**src/rtl/oam_dma_ctrl.sv**
```systemverilog
// -----------------------------------------------------------------------------
// oam_dma_ctrl
//
// OAM DMA engine and main-memory-bus arbiter for the SM83 core. It sits between
// the CPU bus-request outputs of the control sequencer and the shared main bus.
//
// A CPU write to DMA_REG_ADDR (0xFF46) latches a source page and starts a
// XFER_LEN-byte copy from {page, 0x00..XFER_LEN-1} into OAM. While the copy
// runs, the engine owns the main bus. CPU accesses below 0xFF00 are blocked:
// writes are dropped and reads return 0xFF. CPU accesses to 0xFF00-0xFFFF are
// always routed to the separate high (IO/HRAM) port. The exception is the DMA
// source register itself, which is decoded here.
//
// Ports
//   clk, rst_n      clock (one clk = one M-cycle); asynchronous active-low reset
//   cpu_addr/rd/wr  CPU request address and strobes
//   cpu_wdata       CPU write data
//   cpu_rdata       read data returned to the CPU (combinational)
//   bus_*           main memory bus; bus_rdata is valid the cycle after bus_rd
//   hi_*            high-page port; hi_addr is the low byte of the CPU address,
//                   hi_rdata is combinational
//   oam_addr/wdata/we  OAM write port (index 0..XFER_LEN-1)
//   dma_active      high while the DMA owns the main bus
//
// Timing of one transfer, where the trigger write is sampled at edge T:
//   T+1          START (START_DELAY idle cycles)
//   T+2..T+161   source reads, one per cycle
//   T+3..T+162   OAM writes, one cycle behind each read
//   T+1..T+162   dma_active
// -----------------------------------------------------------------------------
module oam_dma_ctrl #(
  parameter int unsigned XFER_LEN     = 160,    // bytes copied per DMA (1..256)
  parameter int unsigned START_DELAY  = 1,      // idle cycles before first read (>= 1)
  parameter logic [15:0] DMA_REG_ADDR = 16'hFF46
) (
  input  logic        clk,
  input  logic        rst_n,
  // CPU request side
  input  logic [15:0] cpu_addr,
  input  logic        cpu_rd,
  input  logic        cpu_wr,
  input  logic [7:0]  cpu_wdata,
  output logic [7:0]  cpu_rdata,
  // Main memory bus
  output logic [15:0] bus_addr,
  output logic        bus_rd,
  output logic        bus_wr,
  output logic [7:0]  bus_wdata,
  input  logic [7:0]  bus_rdata,
  // High (IO/HRAM) port
  output logic [7:0]  hi_addr,
  output logic        hi_rd,
  output logic        hi_wr,
  output logic [7:0]  hi_wdata,
  input  logic [7:0]  hi_rdata,
  // OAM write port
  output logic [7:0]  oam_addr,
  output logic [7:0]  oam_wdata,
  output logic        oam_we,
  // Status
  output logic        dma_active
);

  // ---------------------------------------------------------------------------
  // FSM encoding
  // ---------------------------------------------------------------------------
  localparam logic [1:0] ST_IDLE  = 2'd0;
  localparam logic [1:0] ST_START = 2'd1;
  localparam logic [1:0] ST_XFER  = 2'd2;
  localparam logic [1:0] ST_DRAIN = 2'd3;

  localparam logic [7:0] LAST_IDX   = 8'(XFER_LEN - 1);
  localparam logic [7:0] START_LAST = 8'(START_DELAY - 1);

  // Echo RAM (0xE000-0xFDFF) mirrors work RAM, so pages at or above 0xE0 fold
  // down by clearing bit 5.
  localparam logic [7:0] ECHO_BASE = 8'hE0;
  localparam logic [7:0] ECHO_MASK = 8'hDF;

  // ---------------------------------------------------------------------------
  // State
  // ---------------------------------------------------------------------------
  logic [1:0] state_q,    state_d;
  logic [7:0] src_hi_q,   src_hi_d;    // raw value written to the DMA register
  logic [7:0] idx_q,      idx_d;       // source/OAM index of the next read
  logic [7:0] dly_q,      dly_d;       // cycles already spent in START
  logic       pend_q,     pend_d;      // a read was issued last cycle
  logic [7:0] pend_idx_q, pend_idx_d;  // index of that read

  // ---------------------------------------------------------------------------
  // CPU request decode
  // ---------------------------------------------------------------------------
  logic       hit_dma_reg;
  logic       hi_region;
  logic       trigger;
  logic       busy;
  logic       dma_rd;
  logic [7:0] eff_src;

  assign hit_dma_reg = (cpu_addr == DMA_REG_ADDR);
  assign hi_region   = (cpu_addr[15:8] == 8'hFF);
  assign trigger     = cpu_wr & hit_dma_reg;
  assign busy        = (state_q != ST_IDLE);

  // A restart write cancels the read this cycle would have issued. The OAM
  // write of the previous cycle's read still completes, so no byte already
  // fetched is lost, and no orphan write follows into START.
  assign dma_rd  = (state_q == ST_XFER) & ~trigger;
  assign eff_src = (src_hi_q < ECHO_BASE) ? src_hi_q : (src_hi_q & ECHO_MASK);

  // ---------------------------------------------------------------------------
  // Next-state logic
  // ---------------------------------------------------------------------------
  always_comb begin
    // NOTE: every variable gets a default before any branch, so that no path
    // leaves it unassigned and infers a latch.
    state_d    = state_q;
    src_hi_d   = src_hi_q;
    idx_d      = idx_q;
    dly_d      = dly_q;
    pend_d     = dma_rd;
    pend_idx_d = idx_q;

    if (trigger) begin
      // The trigger wins over every state. Writing the register mid-copy
      // restarts the copy from the beginning with the new page.
      src_hi_d = cpu_wdata;
      state_d  = ST_START;
      idx_d    = 8'd0;
      dly_d    = 8'd0;
    end else begin
      case (state_q)
        ST_START: begin
          if (dly_q == START_LAST) begin
            state_d = ST_XFER;
            idx_d   = 8'd0;
          end else begin
            dly_d = dly_q + 8'd1;
          end
        end
        ST_XFER: begin
          // Hold idx on the last read rather than wrap it.
          if (idx_q == LAST_IDX) begin
            state_d = ST_DRAIN;
          end else begin
            idx_d = idx_q + 8'd1;
          end
        end
        ST_DRAIN: begin
          // The final OAM write is committed in this cycle.
          state_d = ST_IDLE;
        end
        default: begin
          state_d = ST_IDLE;
        end
      endcase
    end
  end

  // ---------------------------------------------------------------------------
  // Registers
  // ---------------------------------------------------------------------------
  always_ff @(posedge clk or negedge rst_n) begin
    if (!rst_n) begin
      state_q    <= ST_IDLE;
      src_hi_q   <= 8'hFF;
      idx_q      <= 8'd0;
      dly_q      <= 8'd0;
      pend_q     <= 1'b0;
      pend_idx_q <= 8'd0;
    end else begin
      // NOTE: sequential state uses non-blocking assignments, so every
      // register samples values from before the edge, whatever the
      // statement order.
      state_q    <= state_d;
      src_hi_q   <= src_hi_d;
      idx_q      <= idx_d;
      dly_q      <= dly_d;
      pend_q     <= pend_d;
      pend_idx_q <= pend_idx_d;
    end
  end

  // ---------------------------------------------------------------------------
  // OAM write port: the read issued last cycle returns its data now.
  // ---------------------------------------------------------------------------
  assign oam_we    = pend_q;
  assign oam_addr  = pend_q ? pend_idx_q : 8'd0;
  assign oam_wdata = pend_q ? bus_rdata  : 8'd0;

  assign dma_active = busy;

  // ---------------------------------------------------------------------------
  // Bus routing
  //
  // The CPU path is combinational from the CPU request. It is held quiet while
  // reset is asserted, so that every output reads zero during reset no matter
  // what the sequencer is driving.
  // ---------------------------------------------------------------------------
  always_comb begin
    bus_addr  = 16'd0;
    bus_rd    = 1'b0;
    bus_wr    = 1'b0;
    bus_wdata = 8'd0;
    hi_addr   = 8'd0;
    hi_rd     = 1'b0;
    hi_wr     = 1'b0;
    hi_wdata  = 8'd0;
    cpu_rdata = 8'd0;

    // DMA source read. It only happens while busy, and then the CPU cannot
    // reach the main bus, so the two never collide.
    if (dma_rd) begin
      bus_rd   = 1'b1;
      bus_addr = {eff_src, idx_q};
    end

    if (rst_n) begin
      if (cpu_wr) begin
        // A write takes priority over a simultaneous read.
        if (hi_region && !hit_dma_reg) begin
          hi_wr    = 1'b1;
          hi_addr  = cpu_addr[7:0];
          hi_wdata = cpu_wdata;
        end else if (!hi_region && !busy) begin
          bus_wr    = 1'b1;
          bus_addr  = cpu_addr;
          bus_wdata = cpu_wdata;
        end
        if (cpu_rd) begin
          cpu_rdata = 8'hFF;
        end
      end else if (cpu_rd) begin
        if (hit_dma_reg) begin
          cpu_rdata = src_hi_q;
        end else if (hi_region) begin
          hi_rd     = 1'b1;
          hi_addr   = cpu_addr[7:0];
          cpu_rdata = hi_rdata;
        end else if (busy) begin
          cpu_rdata = 8'hFF;             // main bus is owned by the DMA
        end else begin
          bus_rd    = 1'b1;
          bus_addr  = cpu_addr;
          cpu_rdata = bus_rdata;
        end
      end
    end
  end

endmodule

```
**config.mk**
```make
export PLATFORM = sky130hd
export DESIGN_NAME = oam_dma_ctrl
export DESIGN_NICKNAME = d
export VERILOG_FILES = /design/src/rtl/oam_dma_ctrl.sv
export SDC_FILE = /design/constraint.sdc
export NUM_CORES = 1
export LEC_CHECK = 0
export CORE_MARGIN = 2
export CORE_UTILIZATION = 46
export CTS_BUF_LIST = sky130_fd_sc_hd__clkbuf_16
export CTS_CLUSTER_DIAMETER = 120
export DETAILED_ROUTE_END_ITERATION = 6
export PLACE_DENSITY = 0.92
export SLEW_MARGIN = 20
export SYNTH_ARGS = -nofsm -noshare
export SYNTH_HDL_FRONTEND = slang
export SYNTH_SLANG_ARGS = --single-unit
export TNS_END_PERCENT = 100
```
**constraint.sdc**
```tcl
create_clock -name clk -period 5 [get_ports clk]
set_input_delay 1 -clock clk [delete_from_list [all_inputs] [get_ports clk]]
set_output_delay 1 -clock clk [all_outputs]
set_load 0.03 [all_outputs]
```
# --- Word level (Yosys, flattened, before mapping) ---
# Cells that the tools add are included.
word_totals:
  register_bits: 35
  input_bits: 44
classes:
  n_reduce_logical: 12
  bitwise_logic: 3
  n_mux: 62
  order_cmp: 1
  n_eq_ne: 9
  n_addsub: 2
ops:
  columns: ["cell", "n"]
  rows:
  - ["$mux W8", 28]
  - ["$mux W16", 9]
  - ["$mux W1", 19]
  - ["$add A8 B1 Y8 const B", 2]
  - ["$eq A16 B16 Y1 const B", 1]
  - ["$eq A8 B8 Y1 const B", 2]
  - ["$pmux W8 S2", 1]
  - ["$logic_not A8 Y1", 1]
  - ["$lt A8 B8 Y1 const B", 1]
  - ["$mux W2", 3]
  - ["$mux W6", 1]
  - ["$ne A3 B3 Y1 const B", 2]
  - ["$pmux W2 S2", 1]
  - ["$reduce_and A2 Y1", 2]
  - ["$reduce_bool A2 Y1", 2]
  - ["$logic_not A1 Y1", 3]
  - ["$ne A3 B2 Y1 const B", 1]
  - ["$reduce_and A3 Y1", 1]
  - ["$reduce_bool A3 Y1", 1]
  - ["$and A1 B1 Y1", 2]
  - ["$eq A2 B1 Y1 const B", 1]
  - ["$eq A2 B2 Y1 const B", 1]
  - ["$logic_and A1 B1 Y1", 2]
  - ["$ne A2 B2 Y1 const B", 1]
  - ["$not A1 Y1", 1]

# --- Depth between registers and ports, before layout ---
# Gate-level depths: netlist (run 1).
depth:
  ltp_word: 11
  ltp_mapped: 7
  depth_no_buf: 6

# --- Worst setup path after synthesis (run 1) ---
# No wires, ideal clock.
synth_path:
  kind: "input-to-output"
  startpoint: "input port cpu_addr[0]"
  endpoint: "output port hi_rd"
  slack_ns: 1.437
  stages: 4
  arrival_ns: 2.563
  path_cell_list: "and4bb_2 a211oi_4 buf_2 nor3b_1"
synth_between:
  elab_chain_len: 5
synth_lines:
  columns: ["element", "line_no", "source"]
  rows:
  - ["start, declared", "39", "input logic [15:0] cpu_addr,"]
  - ["$eq A16 B16 Y1", "100", "assign hit_dma_reg = (cpu_addr == DMA_REG_ADDR);"]
  - ["$mux W1", "234", "if (hit_dma_reg) begin"]
  - ["$mux W1", "233", "end else if (cpu_rd) begin"]
  - ["$mux W1", "219", "if (cpu_wr) begin"]
  - ["$mux W1", "218", "if (rst_n) begin"]
  - ["end, declared", "52", "output logic hi_rd,"]
# No other way between the ends.

# --- Worst setup path in the final report (run 1) ---
layout_path:
  startpoint: "input port cpu_addr[3]"
  endpoint: "output port cpu_rdata[3]"
layout_between:
  elab_chain_len: 5
layout_lines:
  columns: ["element", "line_no", "source"]
  rows:
  - ["$eq A16 B16 Y1", "100", null]
  - ["$mux W8", "234", null]
  - ["$mux W8", "233", null]
  - ["$mux W8", "219", null]
  - ["$mux W8", "218", null]
  - ["end, declared", "43", "output logic [7:0] cpu_rdata,"]
# No other way between the ends.

==> results.yml, run 1 <==
floorplanning:
  coreArea_um2: 5440
  die_height_um: 78.6
  start_util: 0.471
  rows: 27
  die_area_um2: 6180
  die_width_um: 78.6
  pin_count: 114
synth:
  async_flop_share: 1.00
  synth_cell_types: 48
  avgSynthCellArea_um2: 9.35
  ys_ff_latch: 35
  synth_edf_count: 0
  postSynthCellCount: 274
  yosysWarnings: 0
  synth_ff_type: "dfrtp_1"
  yosysSeqAreaShare: 0.346
  syn-cell-area_um2: 2560
  syn_nets: 324
detailed_routing:
  drt_pass1_iterations: 7
  dr.first_iter.drc_count: 228
  via_per_inst: 5.61
  routed_wl_um: 7590
  antenna_left: 0
  drc: 1
  vias: 2553
  wl_per_cell_um: 16.7
clock_network:
  htreeDepth: 2
  cts_sinks: 35
  clkLatencyLatePin_ns: 0.28
  cts.clk_slew.worst_paths_ns: 0.06
  holdBufCountCts: 0
  post_cts_buffers: 0
  cts_tree: "yes"
  cts_max_path_buffers: 2
  post_cts_resized: 0
  root_buffer: "clkbuf_16"
  cts_inserted_buffers: 5
power_and_ir_drop:
  finalPower_mw: 1.22
  ir_worst_vdd_mv: 0.183
  p_leak_nw: 1.57
  p_per_area_nw_per_um2: 318
sta:
  finalMaxSlewViolations: 0
  worst_pin_slew_ns: 0.838
  finalSetupViolCount: 0
  period_share: 0.884
  finalHoldViolCount: 0
  fmax_ghz: 0.226
  setup-tns-final_ns: 0
  maxSlewHeadroom: 0.440
  rsz0062_at_grt: "no"
  fin_worst_skew_ns: 0.00639
  post-route-min-period_ns: 4.42
cells_and_area:
  final_common_cell: "clkdlybuf4s50_1"
  layout.cells.most_common_list: "97 x clkdlybuf4s50_1, 34 x and2_1, 27 x dfrtp_1"
  diodes: 0
  area_growth_syn_to_layout_pct: 49.7
  fin_nets: 432
  drive_gt1_frac: 0.149
min_path:
  hold_path.startpoint: "idx_q[6]$_DFFE_PN0P_"
  hold_path.class: "flop to flop"
grt:
  antenna_found_initial: 0
  grt_pass1_wl_um: 12100
  grt_usage: 0.248
  gr-total-overflow: 0
  grt_pass1_vias: 2391
  grt_max_degree: 26
setup_path:
  cp.required_ns: 4.00
  critPathLaunchType: "input pin"
  crit_path_max_fanout: 8
  endpoint_kind: "output port"
  rrSetupSlack_ns: 2.83
  worstPathArrival_ns: 3.42
  critical_path.startpoint: "cpu_addr[3]"
  reg2reg_from: "state_q[1]$_DFFE_PN0P_"
  critPathKind: "input pin to output port"
status:
  violations: "design-rule violations"
  status: "finished, violations left"
run:
  maxCapViolCount: 0
placement:
  numPortBuffers: 113
  gp_congestion: 0.906
  hpwl_um: 5740
logic make-up (layout without fill, tap and decap cells):
logic type | Yosys count | in the layout | share of synthesized area
compound gates | 74 | 74 | 0.210
fa+ha+maj | 6 | 6 | 0.0293
flops | 35 | 35 | 0.346
simple gates | 119 | 119 | 0.295
mux | 8 | 8 | 0.0410
xor+xnor | 7 | 7 | 0.0239
buf+inv | 25 | 134 | 0.0552
power by group:
group          total, mW  switching, mW  internal (mW)
Sequential         0.349         0.0347          0.315
Combinational      0.522          0.312          0.210
Clock              0.346          0.112          0.235
synth_stat cells, types with 9 or more instances:
master / number / area share
and3_1: 11 / 0.027
o2bb2ai_1: 16 / 0.055
buf_2: 10 / 0.020
nand4_1: 9 / 0.022
dfrtp_1: 27 / 0.26
a31oi_1: 10 / 0.024
and2_1: 34 / 0.083
nand2_1: 25 / 0.037
a21oi_1: 10 / 0.020
o21ai_0: 15 / 0.029
inv_1: 9 / 0.013
nor2_1: 13 / 0.019
worst max-delay path, stage by stage:
cell and delay, ns:
clkdlybuf4s50_1 0.48, nor4b_4 0.48, and4bb_2 0.42, a22oi_1 0.12, a31oi_1 0.19, clkdlybuf4s50_1 0.71
registers in the layout, indices dropped and copies added (netlist names):
name / count
idx_q: 8
dly_q: 8
oam_we: 1
state_q: 2
src_hi_q: 8
pend_idx_q: 8
through the flow:
stage | setup WS [ns] | cell area (µm²) | hold slack (ns) | util | instances
floorplan | 1.44 | 2560 | 0.411 | - | 274
global placement | 0.664 | 3660 | 0.453 | 0.674 | 447
detailed placement | 0.596 | 3660 | 0.469 | 0.674 | 447
CTS | 0.589 | 3830 | 0.478 | 0.705 | 455
global route | 0.507 | 3830 | 0.504 | 0.705 | 455
finish | 0.579 | 3830 | 0.493 | 0.705 | 455
final cells by class:
cell class | instances | area, µm²
inverters | 9 | 33.8
well taps | 72 | 90.1
multi-input cells | 214 | 1530
fillers | 394 | 1610
clock inverters | 3 | 43.8
flip-flops and latches | 35 | 886
repair buffers | 117 | 1120
clock buffers | 5 | 125
routing by layer:
metal,routed length [µm],GRT usage
met3,511,0.0483
met2,3740,0.412
met4,115,0.0737
met5,0,0
met1,3220,0.328
final timing paths:
| kind | depth (start not counted) | endpoint |
|---|---|---|
| worst min register to register | 0 | pend_idx_q[6]$_DFF_PN0_ |
| max in group asynchronous | 3 | src_hi_q[7]$_DFFE_PN1P_ |
| min in group asynchronous | 2 | pend_idx_q[6]$_DFF_PN0_ |
| worst min-delay path | 0 | pend_idx_q[6]$_DFF_PN0_ |
| worst max-delay path | 6 | cpu_rdata[3] |
| worst max register to register | 5 | state_q[0]$_DFFE_PN0P_ |
Note: power is estimated with default switching activity, not from simulation.
==> run 2, diff against run 1 <==
--- a/config.mk
+++ b/config.mk
@@ -10,6 +10,7 @@
 export CTS_BUF_LIST = sky130_fd_sc_hd__clkbuf_16
 export CTS_CLUSTER_DIAMETER = 120
 export DETAILED_ROUTE_END_ITERATION = 6
+export GPL_TIMING_DRIVEN = 0
 export PLACE_DENSITY = 0.92
 export SLEW_MARGIN = 20
 export SYNTH_ARGS = -nofsm -noshare
==> constraint.sdc (replaced) <==
create_clock -name clk -period 5.6 [get_ports clk]
set_input_delay 1.12 -clock clk [delete_from_list [all_inputs] [get_ports clk]]
set_output_delay 1.12 -clock clk [all_outputs]
set_load 0.03 [all_outputs]
==> results.yml, run 2 (same netlist as run 1, synthesis figures left out) <==
sta:
  finalMaxSlewViolations: 0
  fmax_ghz: 0.211
  finalHoldViolCount: 0
  finalSetupViolCount: 0
  post-route-min-period_ns: 4.73
  maxSlewHeadroom: 0.658
  worst_pin_slew_ns: 0.513
  rsz0062_at_grt: "no"
  period_share: 0.845
  setup-tns-final_ns: 0
  fin_worst_skew_ns: 0.00330
clock_network:
  post_cts_buffers: 0
  cts_tree: "yes"
  cts_inserted_buffers: 5
  cts_max_path_buffers: 2
  clkLatencyLatePin_ns: 0.28
  cts.clk_slew.worst_paths_ns: 0.06
  root_buffer: "clkbuf_16"
  holdBufCountCts: 0
  htreeDepth: 2
  post_cts_resized: 0
  cts_sinks: 35
detailed_routing:
  dr_wl_met3_um: 551
  dr.first_iter.drc_count: 247
  route.met2.wl_um: 3930
  vias: 2624
  routed_wl_um: 7830
  antenna_left: 0
  drc: 0
  wl_met1_um: 3200
  drt_pass1_iterations: 5
  wl_per_cell_um: 16.7
  via_per_inst: 5.61
  top_layer: "met4"
setup_path:
  endpoint_kind: "output port"
  ff2ff_path_depth: 5
  cp.required_ns: 4.48
  critPathMaxStageDelay_ns: 0.70
  cp_slowest_cell: "clkdlybuf4s50_1"
  cp.depth: 7
  crit_top_cell: "clkdlybuf4s50_1"
  crit_path_max_fanout: 8
  critPathLaunchType: "input pin"
  critPathTopFamily: "buffers and inverters"
  path_cells: "clkdlybuf4s50_1 -> nor4b_4 -> and4bb_2 -> buf_4 -> a22oi_1 -> a31oi_1 -> clkdlybuf4s50_1"
  critPathKind: "input pin to output port"
  worstPathArrival_ns: 3.61
  cp.buffers_inverters: 3
power_and_ir_drop:
  finalPower_mw: 1.12
  ir_worst_vdd_mv: 0.162
  p_per_area_nw_per_um2: 282
  p_leak_nw: 1.60
cells_and_area:
  fin_area_um2: 3970
  diodes: 0
  layout.cells.most_common_list: "112 x clkdlybuf4s50_1, 34 x and2_1, 27 x dfrtp_1"
  instances_no_fill: 468
  final_common_cell: "clkdlybuf4s50_1"
  area_growth_syn_to_layout_pct: 55.0
  drive_gt1_frac: 0.134
  fin_nets: 445
  fillers: 387
floorplanning:
  rows: 27
  die_height_um: 78.6
  start_util: 0.471
  die_width_um: 78.6
  die_area_um2: 6180
  coreArea_um2: 5440
  pin_count: 114
grt:
  grt_pass1_wl_um: 12500
  grt_max_degree: 33
  grt_usage: 0.255
  gr-total-overflow: 0
  grt_pass1_vias: 2498
  antenna_found_initial: 0
placement:
  dpl-instance-area_um2: 3800
  hpwl_um: 6050
  dp_cells: 460
  numPortBuffers: 113
  gp_congestion: 0.885
min_path:
  whs_path_depth: 0
  hold_path.class: "flop to flop"
run:
  maxCapViolCount: 0
status:
  status: "complete, no violations"
run 2: cell count changes in the layout (fill, tap and decap cells not counted), sizes merged:
cell and change:
clkinvlp +1, clkbuf +1, inv +1, clkdlybuf4s50 +15
clkinv -2, buf -3
run 2: power by group:
| part | switching [mW] | internal (mW) | total (mW) |
|---|---|---|---|
| Clock | 0.109 | 0.211 | 0.320 |
| Sequential | 0.0281 | 0.281 | 0.309 |
| Combinational | 0.286 | 0.204 | 0.490 |
run 2: metal layers:
layer  track usage  vias up
met1         0.315     1247
met3        0.0575       15
li1              -     1253
met4        0.0930        0
met2         0.435      109
met5             0        -
run 2: worst paths after layout:
| kind | slack [ns] | endpoint | start |
|---|---|---|---|
| worst min-delay path | 0.48 | pend_idx_q[0]$_DFF_PN0_ | idx_q[0]$_DFFE_PN0P_ |
| worst min register to register | 0.48 | pend_idx_q[0]$_DFF_PN0_ | idx_q[0]$_DFFE_PN0P_ |
| max in group asynchronous | 4.42 | src_hi_q[7]$_DFFE_PN1P_ | rst_n |
| worst max register to register | 3.67 | idx_q[2]$_DFFE_PN0P_ | idx_q[0]$_DFFE_PN0P_ |
| min in group asynchronous | 0.69 | dly_q[7]$_DFFE_PN0P_ | rst_n |
| worst max-delay path | 0.87 | cpu_rdata[3] | cpu_addr[3] |
run 2: cell type report:
| class | count | area (µm²) | area share |
|---|---|---|---|
| buffer | 16 | 108 | 0.0271 |
| clock buffer | 5 | 125 | 0.0315 |
| clock inverter | 3 | 46.3 | 0.0117 |
| inverter | 9 | 33.8 | 0.00851 |
| multi-input combinational | 214 | 1530 | 0.387 |
| sequential | 35 | 886 | 0.223 |
| tap | 72 | 90.1 | 0.0227 |
| timing repair buffer | 114 | 1150 | 0.289 |
run 2: through the flow:
step | utilization | worst slack (ns) | hold WS (ns)
global route | 0.730 | 0.790 | 0.500
CTS | 0.730 | 0.899 | 0.474
detailed placement | 0.698 | 0.897 | 0.465
global placement | 0.695 | -0.168 | 0.465
finish | 0.730 | 0.870 | 0.477
floorplan | - | 1.80 | 0.411
==> run 3, diff against run 2 <==
--- a/config.mk
+++ b/config.mk
@@ -6,12 +6,12 @@
 export NUM_CORES = 1
 export LEC_CHECK = 0
 export CORE_MARGIN = 2
-export CORE_UTILIZATION = 46
+export CORE_UTILIZATION = 43
 export CTS_BUF_LIST = sky130_fd_sc_hd__clkbuf_16
 export CTS_CLUSTER_DIAMETER = 120
 export DETAILED_ROUTE_END_ITERATION = 6
 export GPL_TIMING_DRIVEN = 0
-export PLACE_DENSITY = 0.92
+export PLACE_DENSITY = 0.87
 export SLEW_MARGIN = 20
 export SYNTH_ARGS = -nofsm -noshare
 export SYNTH_HDL_FRONTEND = slang
==> constraint.sdc (replaced) <==
create_clock -name clk -period 4.8 [get_ports clk]
set_input_delay 0.96 -clock clk [delete_from_list [all_inputs] [get_ports clk]]
set_output_delay 0.96 -clock clk [all_outputs]
set_load 0.03 [all_outputs]
==> results.yml, run 3 (same netlist as run 1, synthesis figures left out) <==
status:
  status: "complete, no violations"
power_and_ir_drop:
  ir_worst_vdd_mv: 0.237
  p_leak_nw: 1.61
  p_per_area_nw_per_um2: 327
  finalPower_mw: 1.30
placement:
  hpwl_um: 5820
  numPortBuffers: 113
  dpl-instance-area_um2: 3810
  gp_congestion: 0.910
sta:
  period_share: 0.910
  fin_worst_skew_ns: 0.00233
  finalHoldViolCount: 0
  finalSetupViolCount: 0
  finalMaxSlewViolations: 0
  fmax_ghz: 0.229
  whs_ns: 0.471
  rsz0062_at_grt: "no"
  worst_pin_slew_ns: 0.513
  maxSlewHeadroom: 0.658
  post-route-min-period_ns: 4.37
clock_network:
  cts_inserted_buffers: 5
  post_cts_resized: 0
  holdBufCountCts: 0
  cts_sinks: 35
  clkLatencyLatePin_ns: 0.28
  cts_max_path_buffers: 2
  post_cts_buffers: 0
  root_buffer: "clkbuf_16"
  htreeDepth: 2
  cts_tree: "yes"
  cts.clk_slew.worst_paths_ns: 0.06
floorplanning:
  die_width_um: 81.2
  rows: 28
  coreArea_um2: 5850
  start_util: 0.438
  pin_count: 114
  die_area_um2: 6590
  die_height_um: 81.2
setup_path:
  cp_slowest_cell: "clkdlybuf4s50_1"
  critPathKind: "input pin to output port"
  cp-endpoint: "bus_addr[10]"
  endpoint_kind: "output port"
  critical_path.startpoint: "cpu_wr"
  critPathMaxStageDelay_ns: 0.70
  reg2reg_from: "idx_q[0]$_DFFE_PN0P_"
  crit_path_max_fanout: 10
  path_cells: "clkdlybuf4s50_1 -> o21a_1 -> and3_1 -> buf_2 -> buf_2 -> o2bb2ai_1 -> clkdlybuf4s50_1"
  ff2ff_path_depth: 5
  cp.required_ns: 3.84
  worstPathArrival_ns: 3.41
  timing.rr.end: "idx_q[2]$_DFFE_PN0P_"
  rrSetupSlack_ns: 2.86
  critPathLaunchType: "input pin"
detailed_routing:
  routed_wl_um: 7530
  vias: 2577
  dr.first_iter.drc_count: 181
  antenna_left: 0
  wl_per_cell_um: 16.0
  via_per_inst: 5.47
  drc: 0
  drt_pass1_iterations: 4
grt:
  use_met1: 0.295
  grtUsageMet3: 0.0411
  antenna_found_initial: 0
  grt_max_degree: 26
  busiest_layer: "met2"
  grt_pass1_vias: 2394
  gr-total-overflow: 0
  grt_pass1_wl_um: 11900
  use_met2: 0.406
  grt_usage: 0.234
min_path:
  hold_path.class: "flop to flop"
cells_and_area:
  fin_area_um2: 3980
  final_common_cell: "clkdlybuf4s50_1"
  fillers: 468
  drive_gt1_frac: 0.131
  layout.cells.most_common_list: "112 x clkdlybuf4s50_1, 34 x and2_1, 27 x dfrtp_1"
  fin_nets: 445
  diodes: 0
  area_growth_syn_to_layout_pct: 55.3
run:
  maxCapViolCount: 0
run 3: where the power goes:
group	switching, mW	internal, mW
registers	0.0293	0.328
clock network	0.126	0.245
logic	0.336	0.238
run 3: worst min path at each step:
stage                                     from  depth (start not counted)                       to
after floorplan           idx_q[1]$_DFFE_PN0P_                          0  pend_idx_q[1]$_DFF_PN0_
after global placement    idx_q[1]$_DFFE_PN0P_                          0  pend_idx_q[1]$_DFF_PN0_
after detailed placement  idx_q[1]$_DFFE_PN0P_                          0  pend_idx_q[1]$_DFF_PN0_
after CTS                 idx_q[1]$_DFFE_PN0P_                          0  pend_idx_q[1]$_DFF_PN0_
after global routing      idx_q[1]$_DFFE_PN0P_                          0  pend_idx_q[1]$_DFF_PN0_
final                     idx_q[1]$_DFFE_PN0P_                          0  pend_idx_q[1]$_DFF_PN0_
run 3: routing by layer:
| metal | wire (µm) | vias to the layer above |
|---|---|---|
| met1 | 3060 | 1225 |
| li1 | - | 1252 |
| met4 | 70 | 0 |
| met2 | 3930 | 91 |
| met3 | 475 | 9 |
| met5 | 0 | - |
run 3: final cells by class:
cell class	instances	area, µm²	area share
repair buffers	114	1150	0.290
multi-input cells	214	1530	0.386
flip-flops and latches	35	886	0.223
plain buffers	16	108	0.0271
clock buffers	5	125	0.0315
well taps	75	93.8	0.0236
clock inverters	3	42.5	0.0107
inverters	9	33.8	0.00850
run 3: critical path, delay by kind of cell:
kind	cells	cell delay [ns]
AO/OA/AOI/OAI	2	0.49
buffers and inverters	4	1.75
AND/OR/NAND/NOR	1	0.19
run 3: metrics by stage:
| stage | TNS (ns) | worst slack (ns) | std cells | util |
|---|---|---|---|---|
| 2_1_floorplan | 0 | 1.32 | 274 | - |
| 3_3_place_gp | -14.75 | -0.682 | 462 | 0.647 |
| 3_5_place_dp | 0 | 0.451 | 463 | 0.651 |
| 4_1_cts | 0 | 0.448 | 471 | 0.680 |
| 5_1_grt | 0 | 0.328 | 471 | 0.680 |
| 6_report | 0 | 0.430 | 471 | 0.680 |
